File: src/rtl/mips_pkg.sv
// Shared MIPS pipeline constants and the writeback source encoding.
package mips_pkg;

  localparam logic [4:0] REG_ZERO = 5'd0;
  localparam logic [4:0] REG_RA   = 5'd31;
  localparam int unsigned DATA_W  = 32;

  typedef enum logic [1:0] {
    WB_ALU  = 2'd0,
    WB_LOAD = 2'd1,
    WB_LINK = 2'd2
  } wb_src_e;

endpackage

File: src/rtl/wb_mux.sv
// Writeback data select: link address beats load data, which beats the ALU result.
module wb_mux
  import mips_pkg::*;
(
  input  logic [DATA_W-1:0] LoadMux,
  input  logic [DATA_W-1:0] ALUResult,
  input  logic [DATA_W-1:0] PCPlus4,
  input  logic              MemtoReg,
  input  logic              WriteDataSel,
  output logic [DATA_W-1:0] WriteData
);

  wb_src_e src;

  // Resolve the source by priority, then steer the chosen operand.
  always_comb begin
    src = WB_ALU;
    if (WriteDataSel) src = WB_LINK;
    else if (MemtoReg) src = WB_LOAD;

    WriteData = ALUResult;
    unique case (src)
      WB_LINK: WriteData = PCPlus4;
      WB_LOAD: WriteData = LoadMux;
      default: WriteData = ALUResult;
    endcase
  end

endmodule

File: src/rtl/wb_regfile.sv
// Writeback stage fused with the architectural register file: write-first
// bypassed read ports and a retired-write counter.
module wb_regfile
  import mips_pkg::REG_ZERO;
#(
  parameter int unsigned NUM_REGS = 32,
  parameter int unsigned DATA_W   = 32,
  parameter int unsigned CNT_W    = 32
) (
  input  logic                        Clk,
  input  logic                        Rst,
  input  logic [DATA_W-1:0]           MEM_WB_LoadMux,
  input  logic [DATA_W-1:0]           MEM_WB_ALUResult,
  input  logic [DATA_W-1:0]           MEM_WB_PCPlus4,
  input  logic [$clog2(NUM_REGS)-1:0] MEM_WB_RegDst,
  input  logic                        MEM_WB_RegWrite,
  input  logic                        MEM_WB_MemtoReg,
  input  logic                        MEM_WB_WriteDataSel,
  input  logic                        MEM_WB_WriteEnable,
  input  logic [$clog2(NUM_REGS)-1:0] ReadRegister1,
  input  logic [$clog2(NUM_REGS)-1:0] ReadRegister2,
  output logic [DATA_W-1:0]           ReadData1,
  output logic [DATA_W-1:0]           ReadData2,
  output logic [DATA_W-1:0]           WB_WriteData,
  output logic                        WB_Commit,
  output logic [CNT_W-1:0]            RetireCount
);

  logic [DATA_W-1:0] regs_q [NUM_REGS];
  logic [DATA_W-1:0] regs_d [NUM_REGS];
  logic [CNT_W-1:0]  cnt_q;
  logic [CNT_W-1:0]  cnt_d;

  // The memory write enable travels with the pipe but has no meaning here.
  logic unused_wen;
  assign unused_wen = MEM_WB_WriteEnable;

  wb_mux u_wb_mux (
    .LoadMux      (MEM_WB_LoadMux),
    .ALUResult    (MEM_WB_ALUResult),
    .PCPlus4      (MEM_WB_PCPlus4),
    .MemtoReg     (MEM_WB_MemtoReg),
    .WriteDataSel (MEM_WB_WriteDataSel),
    .WriteData    (WB_WriteData)
  );

  // A write commits only to a nonzero register and never during reset.
  always_comb begin
    WB_Commit = MEM_WB_RegWrite && (MEM_WB_RegDst != REG_ZERO) && !Rst;
  end

  // Next-state for storage and counter; reset clears everything.
  always_comb begin
    for (int unsigned i = 0; i < NUM_REGS; i++) regs_d[i] = regs_q[i];
    cnt_d = cnt_q;
    if (WB_Commit) begin
      regs_d[MEM_WB_RegDst] = WB_WriteData;
      cnt_d                 = cnt_q + CNT_W'(1);
    end
    if (Rst) begin
      for (int unsigned i = 0; i < NUM_REGS; i++) regs_d[i] = '0;
      cnt_d = '0;
    end
  end

  // Storage and counter registers.
  always_ff @(posedge Clk) begin
    for (int unsigned i = 0; i < NUM_REGS; i++) regs_q[i] <= regs_d[i];
    cnt_q <= cnt_d;
  end

  assign RetireCount = cnt_q;

  // Read port 1: zero register, then same-cycle bypass, then storage.
  always_comb begin
    ReadData1 = regs_q[ReadRegister1];
    if (ReadRegister1 == REG_ZERO) ReadData1 = '0;
    else if (WB_Commit && (ReadRegister1 == MEM_WB_RegDst)) ReadData1 = WB_WriteData;
  end

  // Read port 2: same priority as port 1.
  always_comb begin
    ReadData2 = regs_q[ReadRegister2];
    if (ReadRegister2 == REG_ZERO) ReadData2 = '0;
    else if (WB_Commit && (ReadRegister2 == MEM_WB_RegDst)) ReadData2 = WB_WriteData;
  end

endmodule
File: config.mk
export PLATFORM = sky130hd
export DESIGN_NAME = wb_regfile
export DESIGN_NICKNAME = d
export VERILOG_FILES = /design/src/rtl/mips_pkg.sv /design/src/rtl/wb_mux.sv /design/src/rtl/wb_regfile.sv
export SDC_FILE = /design/constraint.sdc
export NUM_CORES = 2
export LEC_CHECK = 0
export CORE_MARGIN = 5
export CORE_UTILIZATION = 40
export DETAILED_ROUTE_END_ITERATION = 12
export GPL_ROUTABILITY_DRIVEN = 1
export PLACE_DENSITY = 0.64
export SETUP_SLACK_MARGIN = 0.5
export SLEW_MARGIN = 10
export SYNTH_ARGS = -nofsm -noshare
export SYNTH_HDL_FRONTEND = slang
export SYNTH_SLANG_ARGS = --single-unit
File: constraint.sdc
create_clock -name Clk -period 3.4 [get_ports Clk]
set_input_delay 0.68 -clock Clk [delete_from_list [all_inputs] [get_ports Clk]]
set_output_delay 0.68 -clock Clk [all_outputs]
set_load 0.1 [all_outputs]
==> results.json <==
{
  "critPathRequiredTime_ns": 2.72,
  "fmax_ghz": 0.2911,
  "nets": 7073,
  "die_w_um": 379.9,
  "grt_max_degree": 223,
  "syn_inst": 6523,
  "reg2reg_from": "RetireCount[3]$_SDFFE_PP0P_",
  "wire_per_inst_um": 26.42,
  "path_cells": "mux2i_1 > mux4_2 > a2111oi_4 > a311oi_2 > buf_4 > a211oi_4 > buf_12",
  "start_util_pct": 40.35,
  "yosys_warnings": 0,
  "core_um2": 135600,
  "fill_cells": 11520,
  "ys_types": 56,
  "htree_levels": 3,
  "clockRootBuffer": "clkbuf_16",
  "die_area_um2": 144300,
  "min_to": "regs_q[0][15]$_SDFFE_PP0P_",
  "hold_start": "regs_q[0][15]$_SDFFE_PP0P_",
  "violations": "setup timing",
  "drt_iter0_markers": 7581,
  "antenna_found_initial": 2,
  "synthArstFlopShare_pct": 0,
  "busiest_layer": "met2",
  "p_leak_uw": 0.02903,
  "drc": 0,
  "syn-mean-instance-area_um2": 8.390,
  "r2r_slack_ns": 0.98,
  "dpl_cell_area_um2": 64230,
  "max_stage_delay_ns": 0.52,
  "hold_class": "flop to flop",
  "slew_headroom_pct": 15.52,
  "critPathMaxFanout": 2,
  "dr.pass1.iters": 8,
  "fin_ws_ns": -0.03541,
  "layout_commonest_cell": "nor2_1",
  "arrival_ns": 2.76,
  "hold_depth": 1,
  "hpwl_mm": 149.2,
  "place_inst": 8373,
  "drv_slew": 0,
  "rows": 135,
  "setup_viol": 1,
  "via_count": 54380,
  "globalRoute.totalOverflow": 0,
  "finClkSkew_ns": 0.01260,
  "ys_seq_area_share_pct": 38.63,
  "rsz0062_at_grt": "yes",
  "slowest_stage": "mux4_2",
  "cts_buffers": 112,
  "fin_crit_sh_pct": 101.0,
  "met3_usage_pct": 11.46,
  "cts_tree": "built",
  "area_growth_pct": 35.22,
  "pin_count": 246,
  "via_per_inst": 6.165,
  "totalWireLength_mm": 233.1,
  "hold_slack_ns": 0.4835,
  "clk_latency_ns": 0.73,
  "grt_pass1_vias": 51480,
  "drive_above_1_share_pct": 26.14,
  "ant_nets": 0,
  "clock-sinks": 1056,
  "synth_area_um2": 54730,
  "worst-r2r-cell-count": 5,
  "grtUsageTotal_pct": 30.51,
  "drv_cap": 0,
  "die_y_um": 379.9,
  "syn_nets": 6641,
  "worstMarginPinSlew_ns": 1.267,
  "port_buffers": 244,
  "grt_pass1_wl_mm": 335.5,
  "clkSlewWorstSetupHoldPaths_ns": 0.06,
  "gp_congestion": 0.9472,
  "worstSetupPathType": "flop to primary output",
  "start_kind": "flop",
  "grt_use_met1_pct": 39.99,
  "place_ws_ns": -0.2835,
  "vdd_drop_max_uv": 422.8,
  "synth-seq-cells": 1056,
  "cts_hold_buf": 0,
  "use_met2_pct": 44.51,
  "synth-edff-count": 0,
  "powerDensity_nw_per_um2": 428.3,
  "fin_cells": 8821,
  "hold_viol": 0,
  "period_minus_slack_ns": 3.435,
  "clockBufferDepth": 3,
  "outcome": "finished with violations",
  "mostFrequentLayoutCells": "nor2_1, a21oi_1, dfxtp_1, mux2i_1, buf_4",
  "cp-end-kind": "primary output",
  "r2r-end": "RetireCount[26]$_SDFFE_PP0P_",
  "final_cell_area_um2": 74000,
  "ys.flop_type": "dfxtp_1"
}
## cells in the mapped netlist, drive strengths merged, types with 2 or more instances
library cell | number | area share, %
a22oi | 109 | 1.5
o211a | 12 | 0.22
nor2 | 2022 | 14
o21a | 84 | 1.2
o211ai | 62 | 0.85
and2 | 6 | 0.069
nor3 | 17 | 0.17
a2111oi | 2 | 0.032
and3b | 3 | 0.048
and3 | 7 | 0.080
o22ai | 39 | 0.45
a21boi | 2 | 0.027
o41ai | 2 | 0.032
a221oi | 75 | 1.2
nand2 | 59 | 0.40
nand4 | 14 | 0.17
or3 | 4 | 0.046
dfxtp | 1056 | 39
nand3 | 36 | 0.33
xnor2 | 19 | 0.30
nand3b | 2 | 0.027
nand2b | 6 | 0.069
xor2 | 17 | 0.27
or2 | 3 | 0.034
buf | 163 | 1.6
nor2b | 44 | 0.50
a21oi | 1131 | 10
o21ai | 116 | 1.1
clkbuf | 524 | 3.6
nor4 | 8 | 0.10
mux4 | 313 | 13
inv | 38 | 0.26
mux2i | 473 | 8.7
a22o | 12 | 0.19
o2111ai | 2 | 0.032
mux2 | 24 | 0.49
nor3b | 7 | 0.13
and4 | 2 | 0.032
## final cells by class
type / instances / area (µm²) / area share [%]
multi-input cells: 4742 / 33280 / 44.97
flip-flops and latches: 1056 / 21170 / 28.60
repair buffers: 1005 / 13130 / 17.74
clock buffers: 161 / 3308 / 4.470
well taps: 1781 / 2228 / 3.011
clock inverters: 37 / 633.1 / 0.8555
inverters: 38 / 259.0 / 0.3500
diodes: 1 / 2.502 / 0.003382
## stage by stage
stage,utilization [%],power (µW),TNS (ns)
2_1_floorplan,-,15550,0
3_3_place_gp,47.35,17750,-9.974
3_5_place_dp,47.35,17760,-10.26
4_1_cts,53.50,31390,-0.05291
5_1_grt,54.56,32330,-0.07127
6_report,54.56,31690,-0.03541
## report_power, final
group          switching, µW  total, µW  internal (µW)
registers               38.8      12500          12400
clock network           5480      13300           7800
logic                   3660       5950           2290
## worst max path at each step
stage                                start            end  slack, ns  cells past startpoint
2_1_floorplan             ReadRegister2[0]  ReadData2[30]       0.03                      8
3_3_place_gp              MEM_WB_RegDst[2]  ReadData2[30]      -0.28                     10
3_5_place_dp              MEM_WB_RegDst[2]   ReadData2[4]      -0.28                     11
4_1_cts        regs_q[21][30]$_SDFFE_PP0P_  ReadData1[30]      -0.05                      7
5_1_grt        regs_q[19][30]$_SDFFE_PP0P_  ReadData1[30]      -0.07                      7
6_report       regs_q[21][30]$_SDFFE_PP0P_  ReadData1[30]      -0.04                      7
## worst max-delay path, delay by kind of cell, from the launching register on
family / cells / cell delay, ns
muxes: 2 / 0.59
DFF: 1 / 0.34
buffers and inverters: 2 / 0.41
AOI/OAI and AO/OA: 3 / 0.68
## cell families after synthesis
group | Yosys count | share of synthesized area, %
flops | 1056 | 38.63
buf+inv | 725 | 5.450
compound gates | 1652 | 17.15
simple gates | 2243 | 16.15
fa+ha+maj | 1 | 0.02286
mux | 810 | 22.03
xor+xnor | 36 | 0.5761
## what timing repair did
item                                   CTS  global route
gates resized for setup                590           166
buffers inserted                       154            62
cloned                                  31             2
endpoints found under the hold margin    0             0
setup endpoints to repair               93            86
pin swaps                              153            92
## routing by layer
| layer | wire length, µm | vias to the layer above |
|---|---|---|
| li1 | - | 23660 |
| met1 | 89320 | 26300 |
| met2 | 97850 | 3664 |
| met3 | 33580 | 757 |
| met4 | 12330 | 2 |
| met5 | 13 | - |
## registers in the layout (all words and copies together), names as in the netlist
register	count
RetireCount	32
regs_q	1024
Power figures use the tool's default switching activity.
